--- src/rtl/secure_key_fetch_pkg.sv ---
// Shared types and default configuration for the secure key fetch controller.
package secure_key_fetch_pkg;

    localparam int unsigned SkfWidth       = 256;
    localparam int unsigned SkfLength      = 16;
    localparam logic [15:0] SkfAllowedMask = 16'h0404;
    localparam int unsigned SkfTimeout     = 8;
    localparam int unsigned SkfCntW        = $clog2(SkfTimeout);

    typedef enum logic [1:0] {
        StIdle,
        StIssue,
        StWait,
        StResp
    } skf_state_e;

endpackage

--- src/rtl/skf_timeout_ctr.sv ---
// Response timeout counter: cleared before a wait, counts while enabled, flags TIMEOUT-1.
module skf_timeout_ctr
    import secure_key_fetch_pkg::*;
#(
    parameter int unsigned TIMEOUT = SkfTimeout,
    parameter int unsigned CntW    = SkfCntW
) (
    input  logic clk_i,
    input  logic rst_i,
    input  logic clr_i,
    input  logic en_i,
    output logic expired_o
);

    logic [CntW-1:0] cnt_q, cnt_d;

    always_comb begin
        cnt_d = cnt_q;
        if (clr_i) begin
            cnt_d = '0;
        end else if (en_i) begin
            cnt_d = cnt_q + 1'b1;
        end
    end

    always_ff @(posedge clk_i) begin
        if (rst_i) begin
            cnt_q <= '0;
        end else begin
            cnt_q <= cnt_d;
        end
    end

    assign expired_o = (cnt_q == CntW'(TIMEOUT - 1));

endmodule

--- src/rtl/secure_key_fetch.sv ---
// Policy-checked single-read key fetch controller in front of the secure key memory.
// Optional build macro SECURE_KEY_FETCH_ZEROIZE_EN clears key_data on the consumer handshake.
module secure_key_fetch
    import secure_key_fetch_pkg::*;
#(
    parameter int unsigned        WIDTH        = SkfWidth,
    parameter int unsigned        LENGTH       = SkfLength,
    parameter logic [LENGTH-1:0]  ALLOWED_MASK = SkfAllowedMask,
    parameter int unsigned        TIMEOUT      = SkfTimeout,
    localparam int unsigned       AW           = $clog2(LENGTH)
) (
    input  logic             clk,
    input  logic             rst,
    input  logic             req_valid,
    output logic             req_ready,
    input  logic [AW-1:0]    req_slot,
    output logic             key_valid,
    input  logic             key_ready,
    output logic [WIDTH-1:0] key_data,
    output logic             key_err,
    output logic             mem_rd_en,
    output logic [AW-1:0]    mem_addr,
    input  logic [WIDTH-1:0] mem_rdData,
    input  logic             mem_rdData_valid,
    output logic             busy
);

    skf_state_e       state_q, state_d;
    logic             key_valid_q, key_valid_d;
    logic             key_err_q, key_err_d;
    logic [WIDTH-1:0] key_data_q, key_data_d;
    logic             mem_rd_en_q, mem_rd_en_d;
    logic [AW-1:0]    mem_addr_q, mem_addr_d;
    logic             expired;

    skf_timeout_ctr #(
        .TIMEOUT (TIMEOUT),
        .CntW    ($clog2(TIMEOUT))
    ) u_timeout_ctr (
        .clk_i     (clk),
        .rst_i     (rst),
        .clr_i     (state_q == StIssue),
        .en_i      (state_q == StWait),
        .expired_o (expired)
    );

    always_comb begin
        state_d     = state_q;
        key_valid_d = key_valid_q;
        key_err_d   = key_err_q;
        key_data_d  = key_data_q;
        mem_rd_en_d = 1'b0;
        mem_addr_d  = mem_addr_q;
        unique case (state_q)
            StIdle: begin
                if (req_valid) begin
                    if (ALLOWED_MASK[req_slot]) begin
                        state_d     = StIssue;
                        mem_addr_d  = req_slot;
                        mem_rd_en_d = 1'b1;
                    end else begin
                        // Denied slots never touch the memory.
                        state_d     = StResp;
                        key_valid_d = 1'b1;
                        key_err_d   = 1'b1;
                        key_data_d  = '0;
                    end
                end
            end
            StIssue: begin
                state_d = StWait;
            end
            StWait: begin
                if (mem_rdData_valid) begin
                    state_d     = StResp;
                    key_valid_d = 1'b1;
                    key_err_d   = 1'b0;
                    key_data_d  = mem_rdData;
                end else if (expired) begin
                    state_d     = StResp;
                    key_valid_d = 1'b1;
                    key_err_d   = 1'b1;
                    key_data_d  = '0;
                end
            end
            StResp: begin
                if (key_ready) begin
                    state_d     = StIdle;
                    key_valid_d = 1'b0;
`ifdef SECURE_KEY_FETCH_ZEROIZE_EN
                    key_data_d  = '0;
`endif
                end
            end
            default: begin
                state_d = StIdle;
            end
        endcase
    end

    always_ff @(posedge clk) begin
        if (rst) begin
            state_q     <= StIdle;
            key_valid_q <= 1'b0;
            key_err_q   <= 1'b0;
            key_data_q  <= '0;
            mem_rd_en_q <= 1'b0;
            mem_addr_q  <= '0;
        end else begin
            state_q     <= state_d;
            key_valid_q <= key_valid_d;
            key_err_q   <= key_err_d;
            key_data_q  <= key_data_d;
            mem_rd_en_q <= mem_rd_en_d;
            mem_addr_q  <= mem_addr_d;
        end
    end

    assign req_ready = (state_q == StIdle);
    assign busy      = (state_q != StIdle);
    assign key_valid = key_valid_q;
    assign key_err   = key_err_q;
    assign key_data  = key_data_q;
    assign mem_rd_en = mem_rd_en_q;
    assign mem_addr  = mem_addr_q;

endmodule
--- config.mk ---
export PLATFORM = sky130hd
export DESIGN_NAME = secure_key_fetch
export DESIGN_NICKNAME = d
export VERILOG_FILES = /design/src/rtl/secure_key_fetch_pkg.sv /design/src/rtl/skf_timeout_ctr.sv /design/src/rtl/secure_key_fetch.sv
export SDC_FILE = /design/constraint.sdc
export NUM_CORES = 1
export LEC_CHECK = 0
export CAP_MARGIN = 20
export CORE_AREA = 5 5 203 205
export DETAILED_ROUTE_END_ITERATION = 7
export DIE_AREA = 0 0 208 210
export SLEW_MARGIN = 20
export SYNTH_ARGS = -nofsm -noshare
export SYNTH_HDL_FRONTEND = slang
export SYNTH_SLANG_ARGS = --single-unit
--- constraint.sdc ---
create_clock -name clk -period 2.4 [get_ports clk]
set_input_delay 0.48 -clock clk [delete_from_list [all_inputs] [get_ports clk]]
set_output_delay 0.48 -clock clk [all_outputs]
set_load 0.1 [all_outputs]
# == Word-level counts from Yosys, hierarchy flattened ==
# Memories as Yosys holds them, arrays and structs flattened.
# Index checks and enable logic that the tools add are counted.
# classes
addsub,1
magnitude_cmp,1
eq_ne,8
n_mux,21
bitwise,2
n_reduce_logical,10
# ops
op,n
$mux W256,4
$pmux W256 S2,1
$mux W2,5
$mux W1,8
$pmux W2 S4,1
$ne A2 B2 Y1 const B,3
$reduce_and A3 Y1,2
$lt A4 B5 Y1 const B,1
$reduce_and A5 Y1,1
$eq A2 B2 Y1 const B,2
$reduce_and A4 Y1,1
$reduce_bool A2 Y1,2
$add A3 B1 Y3 const B,1
$eq A3 B3 Y1 const B,1
$ne A3 B3 Y1 const B,1
$pmux W1 S3,1
$reduce_bool A3 Y1,1
$reduce_or A3 Y1,1
$eq A2 B1 Y1 const B,1
$logic_not A2 Y1,1
$not A1 Y1,2
$pmux W1 S2,1
$reduce_or A2 Y1,1
# word_totals
register_bits,268
romBits,16
input_bits,265
out_inout_bits,265
elab_cells,51
mem_count,1
# mem_list
memory,words,width,rd,rd_clocked_by_memory_dff,wr,line_no,source
(no name shown),16,1,1,0,0,secure_key_fetch.sv:57,if (ALLOWED_MASK[req_slot]) begin

# == Logic depth before layout (Yosys ltp) ==
# logic_depth
word_depth,5
mapped_depth,9
depth_no_buf,6

# == Cells and area by module ==
# A second synthesis with hierarchy kept.
# unflattened
cells_unflattened,632
hier_area_um2,8334.2
# by_module_without_submodules
module,instances,cells_each,area_per_inst_um2,seq_area_each_um2
secure_key_fetch,1,621,8200.4,5305.1
skf_timeout_ctr,1,11,133.9,60.1

# == Worst setup path before layout ==
# No wires, ideal clock.
# synth_path
path_type,register to register
start,reg state_q[0]
end,"reg key_data_q[0], in the netlist key_data[0]"
setup_time_ns,0.118
arrival_time_ns,2.929
required_time_ns,2.282
path_slack_ns,-0.647
path_stages_with_launch,9
path_buffers,2
period_less_slack_ns,3.047
cell_sequence,dfxtp_1 inv_1 ha_1 inv_1 a21oi_1 nor3_1 clkbuf_1 buf_2 a22o_1
# synth_between
elab_chain_len,3
word_cells_on_any_way,8
cone_classes,eq/ne: 4; mux: 1; reduce/logical: 3
# synth_rtl
element,line_no,source
"start, declared",secure_key_fetch.sv:28,"skf_state_e state_q, state_d;"
"start signal, assigned",secure_key_fetch.sv:103,state_q <= StIdle;
"start signal, assigned",secure_key_fetch.sv:110,state_q <= state_d;
$logic_not A2 Y1 *,n/a,
net req_ready,secure_key_fetch.sv:15,"output logic req_ready,"
$ne A2 B2 Y1 (no line) / $reduce_bool A2 Y1 (equally long branches),n/a,
$reduce_and A4 Y1 (no line),n/a,
"end signal, assigned",secure_key_fetch.sv:113,key_data_q <= key_data_d;
"end, declared",secure_key_fetch.sv:31,"logic [WIDTH-1:0] key_data_q, key_data_d;"
# Mark *: on every way through the listed nets, which the timed path passes. The rest lies on a longest branch.
# A chain may end at the register's enable or synchronous reset.

# == Final worst setup path ==
# layout_path
start,reg state_q[0]
end,"reg key_data_q[222], in the netlist key_data[222]"
# layout_between
elab_chain_len,3
word_cells_on_any_way,8
cone_classes,eq/ne: 4; mux: 1; reduce/logical: 3
# layout_rtl
element,line_no,source
$eq A2 B2 Y1 / $logic_not A2 Y1 (equally long branches),secure_key_fetch.sv:54,unique case (state_q)
$ne A3 B3 Y1 (no line) (tied with other cells),n/a,
$reduce_and A4 Y1 (no line),n/a,
# Parallel ways exist; a longest one is shown, timed or not.

==> results by group <==
Critical path
  – Worst r2r dst: key_data[222]
  – CP arrival: 2610 ps
  – R2r startpoint: state_q[0]
  – Critical path type: reg -> reg
  – CP bufs+invs: 3
  – R2R Setup Slk: 220 ps
  – Crit path max-delay family: simple AND/OR/NAND/NOR gates
  – Slowest cell on the critical path: dfxtp_1
  – Critical path's most frequent cell: buf_12
  – Critical Path Start Type: flip-flop
  – Crit-path cells: inv_1 -> ha_1 -> nor3b_2 -> nor4_4 -> nor2_4 -> buf_12 -> buf_12 -> a22o_1
  – Crit. End Element: flip-flop
  – Worst Path Required: 2830 ps
  – Worst reg-to-reg path cell count: 8
  – Worst-path fanout max: 43
  – Worst path max stage delay: 380 ps

Drt
  – Initial drt markers: 413
  – Vias: 7264
  – Drt first pass iters: 4
  – Vias per cell: 4.28
  – Post-DRT Antenna Nets: 0
  – WL/cell: 18.3 um
  – Final WL: 31.0 mm
  – DRC viols: 0

STA
  – Max Transition Viols Final: 0
  – Smallest setup slack after layout: 222 ps
  – Fmax: 459 MHz
  – RSZ-0062 raised after global routing: no
  – Worst-Margin Slew: 662 ps
  – Setup TNS: 0 ps
  – Tmin final: 2180 ps
  – Tcrit/Tclk final: 0.907
  – Clock Skews: 20.6 ps
  – Setup violations, final: 0
  – Final hold violation count: 0
  – Slew margin rel.: 0.556

Logic synthesis
  – Ys Warns: 0
  – Xor and xnor area share after synthesis: 0.00104
  – Post-synthesis compound-gate area fraction: 0.271
  – Synthesized area per cell: 13.3 um^2
  – Synthesized Nets: 905
  – Unique cell type count in the Yosys netlist: 26
  – Synth Register Bits: 268
  – Synth area leaders: dfxtp_1 64%, a22o_1 27%, buf_6 3.2%, buf_2 1.5%, ha_1 1.0%
  – Leading area contributor after synthesis: dfxtp_1
  – Register area share after synthesis: 0.637
  – Main combinational cell family by area after synthesis: compound AO/OA/AOI/OAI gates
  – Simple-gate share of the synthesized area: 0.0208
  – Post-synth EDFFs: 0
  – Synth top area share: 0.637
  – Post-Syn Area: 0.00842 mm^2
  – Ys async rst share: 0
  – Primary FF master, synth: dfxtp_1
  – Post-Synth Adder-Cell Area: 0.0104
  – Gate count of the mapped netlist: 633
  – Post-synthesis mux area share: 0.00491

Power and ir drop
  – Internal power: 8.80 mW
  – Combinational power share: 0.389
  – Clk pwr share: 0.274
  – Leak Pwr: 6.18 nW
  – Net switching power: 6.36 mW
  – Net Sw Frac: 0.419
  – Reg power frac: 0.338
  – Pwr dens: 1050 mW/mm^2
  – Max VDD drop: 0.000426 V

Cells and area
  – Nets@finish: 1426
  – Share of cells above drive strength 1: 0.284
  – FF+latch area: 0.00537 mm^2
  – Multi-input combinational cell area: 0.00261 mm^2
  – # diodes: 0
  – Synthesis-to-layout area growth: 71.0%
  – Fillers: 3963

Global route
  – Largest net degree at the start of global routing: 85
  – First-pass GRT wire length: 46.1 mm
  – Initial antenna violation count: 1
  – GR Overflow Total: 0
  – Number of global-route vias before repair: 7511
  – Global Route Usage Sum: 0.131

CTS
  – Post-CTS setup buffer count: 0
  – CTS buffer count: 29
  – CTS tree: built
  – Root buf cell: clkbuf_16
  – CTS clock-pin slew for the worst setup and hold paths: 70 ps
  – Max clock buf depth: 3
  – Hold bufs inserted after CTS: 0
  – Number of H-tree levels: 1
  – Post-CTS Resized: 0
  – Worst-skew pair later-pin latency: 550 ps
  – Clock sink count: 268

Worst hold path
  – Class of the worst hold path: reg -> reg
  – Worst Hold Path EP: mem_addr[2]
  – Hold path depth: 1
  – Min-delay src: mem_addr[2]

Job
  – Maxcap violations: 0

Place
  – DP HPWL: 23.4 mm
  – I/O Buffers: 529
  – Pre-CTS WS: -84.7 ps
  – Final GP Congestion: 0.794

Floorplanning
  – Initial Util: 0.214
  – FP Rows: 73
  – Die area: 0.0437 mm^2
  – IO Pins: 530
  – Die Span Y: 210 um
  – Die X: 208 um
  – Total core area: 0.0393 mm^2

Status
  – Status: complete, no violations
-- how the worst max path moves through the flow --
stage / slack, ps / to / depth (start not counted) / start
after global placement: -30 / key_data[120] / 6 / req_slot[0]
after detailed placement: -80 / key_data[160] / 6 / req_slot[2]
after floorplan: 20 / key_data[0] / 8 / state_q[0]
after CTS: 230 / key_data[193] / 8 / state_q[0]
final: 220 / key_data[222] / 8 / state_q[0]
after global routing: 90 / key_data[197] / 8 / state_q[0]
-- cells in the final DEF (no fill, tap or decap), types with 2 or more instances in the layout --
cell             instances
clkbuf_8                 3
buf_4                  276
ha_1                     6
nor2b_1                  2
a21oi_1                  4
clkbuf_1                 7
nand2_1                  4
and2_1                   2
nor4_1                   2
inv_1                    3
clkbuf_16               29
buf_12                   8
nor2_1                   7
dfxtp_1                268
mux2i_1                  3
clkinv_2                 7
clkdlybuf4s50_1        264
a22o_1                 256
nor3_1                   5
-- final cells by class --
cell class,count,share of cell area
Timing Repair Buffer,548,0.339
Clock inverter,9,0.00513
Sequential cell,268,0.373
Tap cell,525,0.0456
Multi-Input combinational cell,303,0.182
Clock buffer,39,0.0551
Inverter,4,0.00130
-- power by group through the flow --
stage | Sequential [mW] | Clock, mW | Combinational, mW
detailed placement | 5.20 | 0 | 5.94
global route | 5.16 | 4.48 | 6.12
finish | 5.12 | 4.15 | 5.89
floorplan | 8.01 | 0 | 1.74
CTS | 5.12 | 4.34 | 5.95
global placement | 5.20 | 0 | 5.94
-- synth_stat cells, types with 2 or more instances --
cell,count
nor3_1,6
nand2_1,4
buf_2,26
nor2b_1,2
ha_1,7
clkbuf_1,4
inv_1,4
a21oi_1,4
nor2_1,7
mux2i_1,3
dfxtp_1,268
nor4_1,2
a22o_1,256
buf_4,4
buf_6,24
and2_1,2
-- cell families (layout without fill, tap and decap cells) --
| kind of cell | Yosys count | count (layout) |
|---|---|---|
| AO/OA/AOI/OAI | 262 | 262 |
| XOR/XNOR | 1 | 1 |
| adder cells (fa/ha/maj) | 7 | 7 |
| buffers and inverters | 62 | 600 |
| flip-flops | 268 | 268 |
| multiplexers | 4 | 4 |
| AND/OR/NAND/NOR | 29 | 29 |
-- layer usage --
| layer | part of all wire | routed length [um] | GRT usage |
|---|---|---|---|
| met4 | 0.020 | 613 | 0.0347 |
| met1 | 0.40 | 12400 | 0.154 |
| met5 | 0.00032 | 10 | 0 |
| met3 | 0.11 | 3280 | 0.0548 |
| met2 | 0.47 | 14700 | 0.221 |
-- through the flow --
stage | cells | area (um^2) | hold WS [ps] | util | total power [mW]
CTS | 1696 | 14400 | 474 | 0.367 | 15.4
global placement | 1648 | 13500 | 446 | 0.344 | 11.1
floorplan | 633 | 8430 | 502 | - | 9.74
global route | 1696 | 14400 | 490 | 0.367 | 15.8
detailed placement | 1648 | 13500 | 456 | 0.344 | 11.1
finish | 1696 | 14400 | 472 | 0.367 | 15.2
-- flip-flops by register name, summed over array words and instances (netlist names) --
signal,flops
key_data,256
key_err,1
key_valid,1
mem_addr,4
mem_rd_en,1
state_q,2
u_timeout_ctr.cnt_q,3
Note: power is estimated with default switching activity, not from simulation.
